[config.mk]
export PLATFORM = sky130hd
export DESIGN_NAME = mem_stage_flat
export DESIGN_NICKNAME = d
export VERILOG_FILES = /design/src/rtl/mem_pkg.sv /design/src/rtl/mem_stage_if.sv /design/src/rtl/mem_lane_align.sv /design/src/rtl/mem_stage.sv /design/src/flat_wrapper.sv
export SDC_FILE = /design/constraint.sdc
export NUM_CORES = 1
export LEC_CHECK = 0
export CORE_UTILIZATION = 45
export DETAILED_ROUTE_END_ITERATION = 7
export PLACE_DENSITY = 0.82
export SETUP_SLACK_MARGIN = 0.02
export SYNTH_ARGS = -nofsm -noshare
export SYNTH_HDL_FRONTEND = slang
export SYNTH_SLANG_ARGS = --single-unit
[constraint.sdc]
create_clock -name clk -period 6.1 [get_ports clk]
set_clock_uncertainty 0.05 [all_clocks]
set_input_delay 1.22 -clock clk [delete_from_list [all_inputs] [get_ports clk]]
set_output_delay 1.22 -clock clk [all_outputs]
set_load 0.02 [all_outputs]
[src/rtl/mem_pkg.sv]
// Shared opcodes, size codes and FSM encoding
// for the memory-access pipeline stage.
package mem_pkg;

  localparam logic [6:0] OP_LOAD   = 7'b0000011;
  localparam logic [6:0] OP_STORE  = 7'b0100011;
  localparam logic [6:0] OP_BRANCH = 7'b1100011;
  localparam logic [6:0] OP_REG    = 7'b0110011;
  localparam logic [6:0] OP_IMM    = 7'b0010011;
  localparam logic [6:0] OP_LUI    = 7'b0110111;
  localparam logic [6:0] OP_AUIPC  = 7'b0010111;
  localparam logic [6:0] OP_JAL    = 7'b1101111;
  localparam logic [6:0] OP_JALR   = 7'b1100111;

  localparam logic [1:0] SZ_B = 2'b00;
  localparam logic [1:0] SZ_H = 2'b01;
  localparam logic [1:0] SZ_W = 2'b10;

  typedef enum logic [1:0] {
    IDLE,
    REQ,
    RESP
  } state_t;

  function automatic logic writes_rd(
    input logic [6:0] op
  );
    return op inside {OP_REG, OP_IMM, OP_LUI,
                      OP_AUIPC, OP_JAL, OP_JALR};
  endfunction

  function automatic logic misaligned(
    input logic [1:0] size,
    input logic [1:0] off
  );
    return (size == SZ_H && off[0]) ||
           (size == SZ_W && off != 2'b00);
  endfunction

endpackage

[src/rtl/mem_stage_if.sv]
// Data-memory bus: req/gnt request phase,
// rvalid response phase.
interface mem_stage_if;
  logic        req;
  logic        we;
  logic [31:0] addr;
  logic [3:0]  be;
  logic [31:0] wdata;
  logic        gnt;
  logic        rvalid;
  logic [31:0] rdata;

  modport master (
    output req, we, addr, be, wdata,
    input  gnt, rvalid, rdata
  );

  modport slave (
    input  req, we, addr, be, wdata,
    output gnt, rvalid, rdata
  );
endinterface

[src/rtl/mem_lane_align.sv]
// Byte-lane steering for stores and
// lane extraction plus extension for loads.
module mem_lane_align
  import mem_pkg::*;
(
  input  logic [1:0]  off,
  input  logic [1:0]  size,
  input  logic        uns,
  input  logic [31:0] sdata,
  input  logic [31:0] rdata,
  output logic [3:0]  be,
  output logic [31:0] wdata,
  output logic [31:0] ldata
);

  logic [7:0]  lb;
  logic [15:0] lh;

  always_comb begin
    be    = 4'b1111;
    wdata = sdata;
    ldata = rdata;
    lb    = rdata[{off, 3'b000} +: 8];
    lh    = off[1] ? rdata[31:16]
                   : rdata[15:0];
    unique case (1'b1)
      (size == SZ_B): begin
        be    = 4'b0001 << off;
        wdata = {4{sdata[7:0]}};
        ldata = uns ? {24'b0, lb}
                    : {{24{lb[7]}}, lb};
      end
      (size == SZ_H): begin
        be    = 4'b0011 << off;
        wdata = {2{sdata[15:0]}};
        ldata = uns ? {16'b0, lh}
                    : {{16{lh[15]}}, lh};
      end
      default: begin
        be    = 4'b1111;
        wdata = sdata;
        ldata = rdata;
      end
    endcase
  end

endmodule

[src/rtl/mem_stage.sv]
// Memory-access stage: bus loads/stores with
// timeout, single-cycle pass-through otherwise.
module mem_stage
  import mem_pkg::*;
#(
  parameter int TIMEOUT_CYC = 255,
  parameter int CNT_W       = 10
) (
  input  logic        clk,
  input  logic        rstl,
  input  logic [10:0] opcode_exe_2_mem_i,
  input  logic [4:0]  rd_exe_2_mem_i,
  input  logic [31:0] rd_data_exe_2_mem_i,
  input  logic [31:0] mem_data_i,
  input  logic        load_valid_i,
  input  logic        store_valid_i,
  input  logic [31:0] current_pc_mem_i,
  output logic        stall_mem_o,
  mem_stage_if.master dmem,
  output logic        wb_valid_o,
  output logic [4:0]  rd_mem_2_wb_o,
  output logic [31:0] rd_data_mem_2_wb_o,
  output logic [31:0] current_pc_mem_o,
  output logic        misalign_o,
  output logic        bus_err_o
);

  state_t           state, state_n;
  logic [CNT_W-1:0] cnt, cnt_nxt;
  logic [2:0]       f3_q;
  logic [31:0]      addr_q, sdata_q;
  logic             ld_q;
  logic             mem_in, mis, tmo;
  logic             ld_done, req;
  logic [3:0]       be;
  logic [31:0]      wdata, ldata;
  logic             unused;

  assign unused  = opcode_exe_2_mem_i[10];
  assign mem_in  = load_valid_i | store_valid_i;
  assign mis     = misaligned(
                     opcode_exe_2_mem_i[8:7],
                     rd_data_exe_2_mem_i[1:0]);
  assign cnt_nxt = cnt + 1'b1;

  mem_lane_align u_align (
    .off   (addr_q[1:0]),
    .size  (f3_q[1:0]),
    .uns   (f3_q[2]),
    .sdata (sdata_q),
    .rdata (dmem.rdata),
    .be    (be),
    .wdata (wdata),
    .ldata (ldata)
  );

  always_comb begin
    state_n = state;
    tmo     = 1'b0;
    ld_done = 1'b0;
    unique case (state)
      IDLE: begin
        if (mem_in && !mis) state_n = REQ;
      end
      REQ: begin
        if (dmem.gnt) begin
          state_n = ld_q ? RESP : IDLE;
        end else if (cnt_nxt == CNT_W'(TIMEOUT_CYC)) begin
          state_n = IDLE;
          tmo     = 1'b1;
        end
      end
      RESP: begin
        if (dmem.rvalid) begin
          state_n = IDLE;
          ld_done = 1'b1;
        end else if (cnt_nxt == CNT_W'(TIMEOUT_CYC)) begin
          state_n = IDLE;
          tmo     = 1'b1;
        end
      end
      default: state_n = IDLE;
    endcase
  end

  // Bus outputs read as zero outside REQ
  assign req         = (state == REQ);
  assign stall_mem_o = (state != IDLE);
  assign dmem.req    = req;
  assign dmem.we     = req & ~ld_q;
  assign dmem.addr   = req ? {addr_q[31:2], 2'b00}
                           : '0;
  assign dmem.be     = req ? be : '0;
  assign dmem.wdata  = req ? wdata : '0;

  always_ff @(posedge clk or negedge rstl) begin
    if (!rstl) begin
      state              <= IDLE;
      cnt                <= '0;
      f3_q               <= '0;
      addr_q             <= '0;
      sdata_q            <= '0;
      ld_q               <= 1'b0;
      wb_valid_o         <= 1'b0;
      rd_mem_2_wb_o      <= '0;
      rd_data_mem_2_wb_o <= '0;
      current_pc_mem_o   <= '0;
      misalign_o         <= 1'b0;
      bus_err_o          <= 1'b0;
    end else begin
      state      <= state_n;
      wb_valid_o <= 1'b0;
      misalign_o <= 1'b0;
      bus_err_o  <= tmo;
      cnt        <= (state == IDLE) ? '0 : cnt_nxt;
      if (state == IDLE) begin
        rd_mem_2_wb_o    <= rd_exe_2_mem_i;
        current_pc_mem_o <= current_pc_mem_i;
        if (mem_in) begin
          f3_q       <= opcode_exe_2_mem_i[9:7];
          addr_q     <= rd_data_exe_2_mem_i;
          sdata_q    <= mem_data_i;
          ld_q       <= load_valid_i;
          misalign_o <= mis;
        end else begin
          rd_data_mem_2_wb_o <= rd_data_exe_2_mem_i;
          wb_valid_o <= writes_rd(opcode_exe_2_mem_i[6:0])
                        && rd_exe_2_mem_i != '0;
        end
      end
      if (ld_done) begin
        rd_data_mem_2_wb_o <= ldata;
        wb_valid_o         <= rd_mem_2_wb_o != '0;
      end
    end
  end

endmodule

[src/flat_wrapper.sv]
// flat-port wrapper written by rule: the top's interface ports become plain ports
module mem_stage_flat import mem_pkg::*;
#(
  parameter int TIMEOUT_CYC = 255,
  parameter int CNT_W       = 10
)
  (clk, rstl, opcode_exe_2_mem_i, rd_exe_2_mem_i, rd_data_exe_2_mem_i, mem_data_i, load_valid_i, store_valid_i, current_pc_mem_i, stall_mem_o, wb_valid_o, rd_mem_2_wb_o, rd_data_mem_2_wb_o, current_pc_mem_o, misalign_o, bus_err_o, dmem_req, dmem_we, dmem_addr, dmem_be, dmem_wdata, dmem_gnt, dmem_rvalid, dmem_rdata);
  mem_stage_if dmem_i ();
  input  logic clk;
  input  logic rstl;
  input  logic [10:0] opcode_exe_2_mem_i;
  input  logic [4:0] rd_exe_2_mem_i;
  input  logic [31:0] rd_data_exe_2_mem_i;
  input  logic [31:0] mem_data_i;
  input  logic load_valid_i;
  input  logic store_valid_i;
  input  logic [31:0] current_pc_mem_i;
  output logic stall_mem_o;
  output logic wb_valid_o;
  output logic [4:0] rd_mem_2_wb_o;
  output logic [31:0] rd_data_mem_2_wb_o;
  output logic [31:0] current_pc_mem_o;
  output logic misalign_o;
  output logic bus_err_o;
  output wire logic [$bits(dmem_i.req)-1:0] dmem_req;
  output wire logic [$bits(dmem_i.we)-1:0] dmem_we;
  output wire logic [$bits(dmem_i.addr)-1:0] dmem_addr;
  output wire logic [$bits(dmem_i.be)-1:0] dmem_be;
  output wire logic [$bits(dmem_i.wdata)-1:0] dmem_wdata;
  input wire logic [$bits(dmem_i.gnt)-1:0] dmem_gnt;
  input wire logic [$bits(dmem_i.rvalid)-1:0] dmem_rvalid;
  input wire logic [$bits(dmem_i.rdata)-1:0] dmem_rdata;
  assign dmem_req = dmem_i.req;
  assign dmem_we = dmem_i.we;
  assign dmem_addr = dmem_i.addr;
  assign dmem_be = dmem_i.be;
  assign dmem_wdata = dmem_i.wdata;
  assign dmem_i.gnt = dmem_gnt;
  assign dmem_i.rvalid = dmem_rvalid;
  assign dmem_i.rdata = dmem_rdata;
  mem_stage #(.TIMEOUT_CYC(TIMEOUT_CYC), .CNT_W(CNT_W)) u_core (.clk(clk), .rstl(rstl), .opcode_exe_2_mem_i(opcode_exe_2_mem_i), .rd_exe_2_mem_i(rd_exe_2_mem_i), .rd_data_exe_2_mem_i(rd_data_exe_2_mem_i), .mem_data_i(mem_data_i), .load_valid_i(load_valid_i), .store_valid_i(store_valid_i), .current_pc_mem_i(current_pc_mem_i), .stall_mem_o(stall_mem_o), .dmem(dmem_i), .wb_valid_o(wb_valid_o), .rd_mem_2_wb_o(rd_mem_2_wb_o), .rd_data_mem_2_wb_o(rd_data_mem_2_wb_o), .current_pc_mem_o(current_pc_mem_o), .misalign_o(misalign_o), .bus_err_o(bus_err_o));
endmodule
; ---- Word-level counts from Yosys, hierarchy flattened
; Index checks and enable logic that the tools add are counted.
[op_classes]
n_addsub = 1
n_mul = 0
div = 0
magnitude_cmp = 0
eq_ne = 14
n_shift = 3
n_mux = 30
bitwise = 3
reduce_logical = 16
[op_table]
columns = cell, n
row1 = $mux 32, 7
row2 = $pmux 32 s2, 2
row3 = $shiftx 32x6->8, 1
row4 = $mux 16, 1
row5 = $eq 7x5->1 const B, 2
row6 = $eq 7x6->1 const B, 2
row7 = $eq 7x7->1 const B, 2
row8 = $add 10x1->10 const B, 1
row9 = $eq 10x8->1 const B, 1
row10 = $mux 1, 10
row11 = $mux 10, 1
row12 = $mux 2, 5
row13 = $reduce_bool 5->1, 2
row14 = $pmux 4 s2, 1
row15 = $eq 2x1->1 const B, 3
row16 = $pmux 2 s3, 1
row17 = $reduce_bool 2->1, 3
row18 = $reduce_bool 6->1, 1
row19 = $eq 2x2->1 const B, 2
row20 = $logic_and 1x1->1, 4
row21 = $logic_not 2->1, 2
row22 = $mux 4, 1
row23 = $reduce_and 2->1, 2
row24 = $shl 1x2->4 const A, 1
row25 = other kinds (9), 9
[word_totals]
register_bits = 152
latch_bits = 0
mem_bits_rw = 0
mem_bits_ro = 0
input_bits = 150
out_inout_bits = 143
word_cells = 79
mem_count = 0

; ---- Logic depth before layout (Yosys ltp)
; Gate-level depths: netlist (run 1).
[depth]
depth_word = 7
ltp_mapped = 9
depth_no_buf = 7

; ---- By module
; A second synthesis (run 1) with hierarchy kept.
[unflattened]
cells_unflattened = 728
hier_area_um2 = 7956.4
[modules_own_cells]
columns = mod, n_inst, cells_each, area_per_inst_um2, seq_area_each_um2
row1 = mem_stage, 1, 537, 6676.4, 3803.6
row2 = mem_lane_align, 1, 191, 1280.0, 0.0

; ---- Worst setup path before layout (run 1)
; No wires, ideal clock.
[synth_path]
path_kind = flip-flop to output port
from = reg u_core.state[1]
to = out dmem_be[0]
arrival_time_ps = 1638
required_ps = 4830
path_slack_ps = 3192
path_stages_with_launch = 7
path_buffers = 2
cell_sequence = dfrtp_1 > inv_1 > ha_1 > inv_1 > clkbuf_1 > clkbuf_1 > nor2_1
[synth_via]
elab_chain_cells = 2
[synth_rtl]
columns = element, line_no
row1 = "start, declared", mem_stage.sv:28  ; state_t state, state_n;
row2 = "start signal, assigned", mem_stage.sv:111  ; state <= state_n;
row3 = $eq 2x1->1, mem_stage.sv:87  ; assign req = (state == REQ);
row4 = named net dmem_req, flat_wrapper.sv:25  ; output wire logic [$bits(dmem_i.req)-1:0] dmem_req;
row5 = $mux 4, mem_stage.sv:93  ; assign dmem.be = req ? be : '0;
row6 = "end, declared", flat_wrapper.sv:28  ; output wire logic [$bits(dmem_i.be)-1:0] dmem_be;
; The timed path passes the listed nets, and every way through them passes these cells.

; ---- Worst setup path after layout (run 1)
[layout_path]
from = reg u_core.f3_q[0]
to = out dmem_wdata[8]
[layout_via]
elab_chain_cells = 3
word_cells_on_any_way = 4
classes_between = eq/ne (1) / mux (2) / reduce/logical (1)
[layout_rtl]
columns = element, line_no
row1 = "start, declared", mem_stage.sv:30  ; logic [2:0] f3_q;
row2 = "start signal, assigned", mem_stage.sv:120  ; f3_q <= opcode_exe_2_mem_i[9:7];
row3 = $eq 2x1->1 or $logic_not 2->1 (tied branches), "mem_lane_align.sv:33, mem_lane_align.sv:27"
row4 = $pmux 32 s2 *, mem_lane_align.sv:26  ; unique case (1'b1)
row5 = $mux 32 *, mem_stage.sv:94  ; assign dmem.wdata = req ? wdata : '0;
row6 = "end, declared", flat_wrapper.sv:29  ; output wire logic [$bits(dmem_i.wdata)-1:0] dmem_wdata;
; Every way passes the cells marked *; elsewhere a longest branch is shown, timed or not.

==> impl_results.rst, run 1 <==
.. list-table::
   :header-rows: 1

   * - Metric
     - Value
   * - Number of placed cells counting well taps
     - 1140
   * - Area used by multi-input combinational logic
     - roughly 3600 um2
   * - Count of buffer and inverter cells on the critical path
     - 2
   * - Power per unit of standard cell area
     - 572.0 nW/um2
   * - Normalized max-slew margin
     - 11.60%
   * - Number of setup violations in the final report
     - 0
   * - Total count of max-transition violations in the final report
     - 0
   * - Starting density of the core
     - ~46%
   * - CP arrival
     - slightly above 3000 ps
   * - Synth cell count leaders
     - dfrtp_1, mux2_2, nor2_1
   * - Fraction of final layout cells sized beyond drive strength 1
     - about 18%
   * - Area added between synthesis and finish
     - 48.09%
   * - Routed wire per std cell
     - approximately 19 um
   * - First-iteration detailed-routing DRC count
     - 400
   * - CORE AREA
     - about 17000 um2
   * - CP Capture Type
     - output port
   * - Largest cells by area after synthesis
     - dfrtp_1, mux2_2, mux2i_1, and2_1, nor2_1
   * - Post-CTS setup buffers
     - 0
   * - Most repeated cell in the gate-level netlist after synthesis
     - dfrtp_1
   * - Avg Cell Area, Syn
     - approximately 11 um2
   * - Buffers added on ports
     - approximately 290
   * - Total routing resource utilization after global routing
     - a little over a quarter
   * - Number of antenna violations at the first check in global routing
     - 1
   * - Post-synth design cell area
     - 7597 um2
   * - Max Freq
     - around 230 MHz
   * - # IOs
     - 293
   * - Final weighted congestion of routability-driven global placement
     - slightly above 0.8
   * - Final period utilization
     - 70.61%
   * - Pre-Repair DR Iteration Count
     - 4
   * - Stage delay of the slowest cell on the critical path
     - around 1000 ps
   * - RSZ-0062 raised after global routing
     - false
   * - Post-synth top area share
     - about half
   * - Peak fanout along the critical path
     - 26
   * - Ordered list of cells on the worst path
     - buf_4 -> nor2_1 -> nand2_1 -> a21oi_1 -> clkdlybuf4s50_1
   * - Data required, critical path
     - just under 5000 ps
   * - Clock latency reported for the late side of the worst-skew pair
     - roughly 420 ps
   * - Slowest cell on the critical path
     - nor2_1
   * - Leak Pwr
     - around 4.6 nW
   * - Endpoints failing hold
     - 0
   * - Family with the most delay on the worst path
     - simple AND/OR/NAND/NOR gates
   * - TritonCTS Buffers
     - 17
   * - Biggest area consumer among synthesized cells
     - dfrtp_1
   * - Maximum buffer depth of the clock tree
     - 2
   * - Detailed-placement wirelength estimate
     - roughly 16000 um
   * - Category of the worst setup path launch point
     - register
   * - Count of cell types in the netlist
     - 54
   * - Clock-pin slew on the worst setup and hold paths
     - approximately 70 ps
   * - FP Rows
     - 47
   * - Time the worst path needs with I/O delays and setup
     - 4307 ps
   * - Kind of critical path
     - reg -> out
   * - Non-filler cells in the finished layout
     - ~1200
   * - Overall via count from detail_route
     - approximately 6300
   * - Die Outline Area
     - 17410 um2
   * - Share of flip-flops with an asynchronous set or reset
     - 100.0%
   * - Number of nets in the finished design
     - 1095
   * - Remaining antenna violation count
     - 0
   * - Setup total negative slack
     - 0 ps
   * - Sequential area share after synthesis
     - between 50 and 60%
   * - Die X-Extent
     - roughly 130 um
   * - Synthesis warning total
     - 0
   * - Die outline height
     - ~130 um
   * - Actual transition at the worst max-transition pin
     - ~1300 ps
   * - Number of instances resized during post-cts repair
     - 0
   * - Via density per instance
     - approximately 5.4
   * - Synth Register Bits
     - roughly 150
   * - Leftover overflow at the end of global routing
     - 0
   * - Max cap viols
     - 0
   * - Maximum number of pins on one net before global-route repair
     - 63
   * - VDD IR max
     - 0.3683 mV
   * - Clock tree root buffer cell
     - clkbuf_16
   * - Predominant post-synthesis flop cell
     - dfrtp_1
   * - Outcome
     - finished clean
   * - Gate count of the mapped netlist
     - around 670
   * - CTS H-tree lvls
     - 4
   * - First-pass GRT wire length
     - 35190 um
   * - Combined flip-flop and latch cell area
     - 3805 um2
   * - Worst hold-check path type
     - reg -> reg
   * - Clock tree from TritonCTS
     - done
   * - Number of clock sinks seen by CTS
     - 152
   * - Vias in the first global route
     - 6512
   * - Number of inserted filler cells in the final layout
     - roughly 1300
   * - Count of flip-flops with a built-in enable after synthesis
     - 0
   * - Routed wire length
     - around 22000 um
   * - Final routed DRC violation total
     - 0
   * - Number of buffers inserted for hold repair after clock tree synthesis
     - 0
-- metal layers --
metal | track usage, % | vias up | wire length (um)
met5 | 0 | - | 0
met4 | 12.86 | 0 | 853
met3 | 7.266 | 56 | 1615
met2 | 40.95 | 261 | 10350
met1 | 33.27 | 3084 | 9275
li1 | - | 2943 | -
-- power by group --
group	total, mW	internal, mW	switching [mW]
Sequential	1.81	1.50	0.312
Combinational	3.55	1.76	1.79
Clock	1.08	0.589	0.489
Total	6.44	3.84	2.59
-- worst paths after layout --
kind | endpoint | from | cells past startpoint | slack (ps)
max | dmem_wdata[8] | u_core.f3_q[0] | 5 | 1790
max reg2reg | u_core.state[1] | u_core.state[1] | 9 | 3250
min in group asynchronous | u_core.addr_q[24] | rstl | 1 | 710
max in group asynchronous | u_core.f3_q[1] | rstl | 2 | 4090
min | u_core.addr_q[11] | u_core.addr_q[11] | 1 | 450
min reg2reg | u_core.addr_q[11] | u_core.addr_q[11] | 1 | 450
-- layout make-up --
| type | count | share of cell area [%] |
|---|---|---|
| multi-input cells | 458 | 31.63 |
| diodes | 1 | 0.02224 |
| well taps | 220 | 2.447 |
| flip-flops and latches | 152 | 33.82 |
| clock buffers | 17 | 3.781 |
| repair buffers | 298 | 26.32 |
| inverters | 12 | 0.4004 |
| clock inverters | 15 | 1.579 |
-- kinds of logic after synthesis --
family	Yosys count	share of synthesized area (%)
and+or+nand+nor	176	11.64
DFF	152	50.07
adders and majority gates	6	0.9881
buffers and inverters	63	3.409
xor gates and xnor gates	9	1.037
muxes	147	21.18
AOI/OAI and AO/OA	118	11.63
other	1	0.04936
-- worst reg2reg max path: stages (launching register included) --
cell and delay (ps):
dfrtp_1 420, inv_1 120, ha_2 170, buf_4 500, inv_1 190, nor3_2 250
buf_4 520, o21ba_2 250, mux2i_1 140, o41ai_1 100
-- sequential cells by signal (all words and copies together), names as in the netlist --
register                   count
u_core.misalign_o              1
u_core.cnt                    10
u_core.current_pc_mem_o       32
u_core.rd_data_mem_2_wb_o     32
u_core.addr_q                 32
u_core.sdata_q                32
u_core.state                   2
u_core.f3_q                    3
u_core.bus_err_o               1
u_core.ld_q                    1
u_core.rd_mem_2_wb_o           5
u_core.wb_valid_o              1
-- stage by stage --
step | hold WS [ps] | power (mW) | setup WS [ps] | utilization [%] | area (um2)
after detailed placement | 435.3 | 5.381 | 2333 | 64.42 | 10650
after CTS | 450.6 | 6.480 | 1845 | 68.07 | 11250
after global routing | 466.7 | 6.809 | 1534 | 68.09 | 11250
after global placement | 429.3 | 5.317 | 2300 | 64.42 | 10650
final | 449.6 | 6.435 | 1793 | 68.09 | 11250
after floorplan | 421.3 | 3.904 | 3192 | - | 7601
-- cell usage in the layout (no fill, tap or decap), types with 6 or more instances in the layout --
master and n:
clkdlybuf4s50_1 288, dfrtp_1 151, mux2_2 108, nor2_1 47
and2_1 38, mux2i_1 37, nand2_1 31, a21oi_1 27
nand3_1 23, nor2b_1 18, clkbuf_16 17, a211oi_1 14
inv_1 11, a31oi_1 10, o21ai_0 10, o211ai_2 10
a22o_1 9, buf_4 9, a22oi_1 8, o211ai_1 8
inv_6 6
Note: power is estimated with default switching activity, not from simulation.
==> run 2: changes to the inputs <==
--- a/config.mk
+++ b/config.mk
@@ -5,9 +5,9 @@
 export SDC_FILE = /design/constraint.sdc
 export NUM_CORES = 1
 export LEC_CHECK = 0
-export CORE_UTILIZATION = 45
+export CORE_UTILIZATION = 44
 export DETAILED_ROUTE_END_ITERATION = 7
-export PLACE_DENSITY = 0.82
+export PLACE_DENSITY = 0.8
 export SETUP_SLACK_MARGIN = 0.02
 export SYNTH_ARGS = -nofsm -noshare
 export SYNTH_HDL_FRONTEND = slang
==> constraint.sdc (replaced) <==
create_clock -name clk -period 4.1 [get_ports clk]
set_clock_uncertainty 0.05 [all_clocks]
set_input_delay 0.82 -clock clk [delete_from_list [all_inputs] [get_ports clk]]
set_output_delay 0.82 -clock clk [all_outputs]
set_load 0.02 [all_outputs]
==> run 2 against run 1 <==
  * Final area increased by 0.37%
  * Sequential share of layout area decreased by 0.12 points
  * Sequential power increased by 49%
  * Total power increased by 49%
  * Flip-flop and latch count unchanged
  * Global-route usage decreased by 1.1 points
  * Utilization decreased by 0.47 points
  * Combinational power increased by 50%
  * Critical endpoint is now dmem_wdata[15]
  * Largest power group unchanged
  * Highest routed layer unchanged
==> impl_results.rst, run 2 (synthesis gave the netlist of run 1 again) <==
.. list-table::
   :header-rows: 1

   * - Metric
     - Value
   * - Outcome
     - finished clean
   * - Vias in the first global route
     - 6430 (-1.3%)
   * - Fraction of final layout cells sized beyond drive strength 1
     - 17.99% (+0.24 points)
   * - Clock tree root buffer cell
     - clkbuf_16
   * - Worst setup path endpoint
     - dmem_wdata[15]
   * - Endpoints failing hold
     - 0 (unchanged)
   * - Detailed-placement wirelength estimate
     - 15670 um (about the same)
   * - # IOs
     - 293 (unchanged)
   * - Setup slack of the critical path after layout
     - 784.7 ps (-1008 ps)
   * - TritonCTS Buffers
     - 17 (unchanged)
   * - First-pass GRT wire length
     - 34420 um (-2.2%)
   * - Buffers added on ports
     - 289 (unchanged)
   * - VDD IR max
     - 0.4874 mV (+32%)
   * - End of the worst register-to-register path
     - u_core.rd_data_mem_2_wb_o[18]
   * - Peak fanout along the critical path
     - 17 (-35%)
   * - Setup total negative slack
     - 0 ps (unchanged)
   * - Leading cell types in the layout, fill and taps excluded
     - clkdlybuf4s50_1, dfrtp_1, mux2_2
   * - Worst r2r src
     - u_core.addr_q[1]
   * - Category of the worst setup path launch point
     - register
   * - Number of instances resized during post-cts repair
     - 0 (unchanged)
   * - Die X-Extent
     - 133.4 um (+1.1%)
   * - Max Freq
     - between 300 and 400 MHz
   * - Routed wire per std cell
     - 18.49 um (-1.8%)
   * - Via density per instance
     - 5.338 (-1.3%)
   * - Post-CTS setup buffers
     - 0 (unchanged)
   * - FP Rows
     - 47 (unchanged)
   * - CP arrival
     - 2450 ps (-590 ps)
   * - CTS H-tree lvls
     - 4 (unchanged)
   * - Time the worst path needs with I/O delays and setup
     - between 3000 and 4000 ps
   * - Number of setup violations in the final report
     - 0 (unchanged)
   * - Clock tree from TritonCTS
     - done
   * - Clock latency reported for the late side of the worst-skew pair
     - 420 ps (about the same)
   * - Dpl ws
     - 1070 ps (-1263 ps)
   * - CORE AREA
     - 16700 um2 (+1.1%)
   * - Area added between synthesis and finish
     - 48.63%
   * - Overall via count from detail_route
     - 6288 (-0.88%)
   * - Pre-Repair DR Iteration Count
     - 5 (+1)
   * - Number of antenna violations at the first check in global routing
     - 2 (+1)
   * - Post-layout total power
     - 9.584 mW (+49%)
   * - Die outline height
     - 133.4 um (+1.1%)
   * - First-iteration detailed-routing DRC count
     - 385 (-3.8%)
   * - Final routed DRC violation total
     - 0 (unchanged)
   * - Remaining antenna violation count
     - 0 (unchanged)
   * - Routed wire length
     - 21780 um (-1.4%)
   * - Source of the critical timing path
     - u_core.state[1]
   * - Worst hold-check path type
     - in -> async
   * - Normalized max-slew margin
     - 50.34% (+39 points)
   * - Max cap viols
     - 0 (unchanged)
   * - CP Capture Type
     - output port
   * - Post-layout utilization of the core
     - 67.61% (-0.47 points)
   * - Number of buffers inserted for hold repair after clock tree synthesis
     - 0 (unchanged)
   * - Actual transition at the worst max-transition pin
     - 744.9 ps (-576.3 ps)
   * - Power per unit of standard cell area
     - 848.8 nW/um2 (+48%)
   * - Final weighted congestion of routability-driven global placement
     - 0.8165 (+1.4%)
   * - Register-to-register setup slack
     - 1710 ps (-1540 ps)
   * - Final period utilization
     - 80.86%
   * - Kind of critical path
     - reg -> out
   * - Number of clock sinks seen by CTS
     - 152 (unchanged)
   * - RSZ-0062 raised after global routing
     - false
   * - Number of nets in the finished design
     - 1099 (+0.37%)
   * - Maximum buffer depth of the clock tree
     - 2 (unchanged)
   * - Total count of max-transition violations in the final report
     - 0 (unchanged)
   * - Reg2reg path depth
     - 6 (-3)
   * - Number of inserted filler cells in the final layout
     - 1346 (+7.6%)
   * - Maximum number of pins on one net before global-route repair
     - 79 (+25%)
   * - Leak Pwr
     - 4.572 nW (+0.17%)
   * - Total routing resource utilization after global routing
     - 25.04% (-1.1 points)
   * - Starting density of the core
     - 45.49% (-0.49 points)
   * - Most common library cell in the layout ignoring fill and taps
     - clkdlybuf4s50_1
   * - Data required, critical path
     - 3230 ps (-1600 ps)
   * - Die Outline Area
     - 17800 um2 (+2.2%)
   * - Clock-pin slew on the worst setup and hold paths
     - 60 ps (about the same)
   * - Leftover overflow at the end of global routing
     - 0 (unchanged)
==> run 2: report_power, final <==
part	leakage, nW	internal (mW)	switching [mW]
Clock	0.273	0.920	0.640
Combinational	2.48	2.65	2.68
Sequential	1.82	2.23	0.469
Total	4.57	5.80	3.78
==> run 2: metal layers <==
layer	GRT usage [%]	wire, um
met5	0	0
met4	10.35	563
met3	6.849	1659
met2	40.74	10370
met1	31.45	9183
==> run 2: worst min-delay path by stage <==
stage                                     to  depth (start not counted)
after floorplan             u_core.addr_q[2]                          1
after global placement     u_core.addr_q[16]                          1
after detailed placement   u_core.addr_q[21]                          1
after CTS                 u_core.sdata_q[29]                          1
after global routing      u_core.sdata_q[29]                          1
final                     u_core.sdata_q[29]                          1
==> run 2: area by class of cell <==
type                            count  area, um2  share of cell area (%)
Sequential cell                   152       3805                   33.70
Clock buffer                       20      446.7                   3.956
Clock inverter                     12      142.6                   1.263
Multi-Input combinational cell    458       3558                   31.51
Inverter                           12      45.04                  0.3989
Timing Repair Buffer              302       3014                   26.69
Antenna cell                        2      5.005                 0.04432
Tap cell                          220      275.3                   2.438
==> run 2: worst max-delay path, stage by stage, from the launching register on <==
cell,delay [ps]
dfrtp_1,420
inv_1,120
ha_1,170
inv_1,220
buf_4,290
a21oi_1,180
clkdlybuf4s50_1,630
==> run 2: metrics by stage <==
step	cell area [um2]	hold WS (ps)	cells
global placement	10700	429.2	1144
detailed placement	10700	435.7	1144
finish	11290	382.0	1178
CTS	11290	404.6	1176
global route	11290	416.1	1178
floorplan	7601	421.3	673
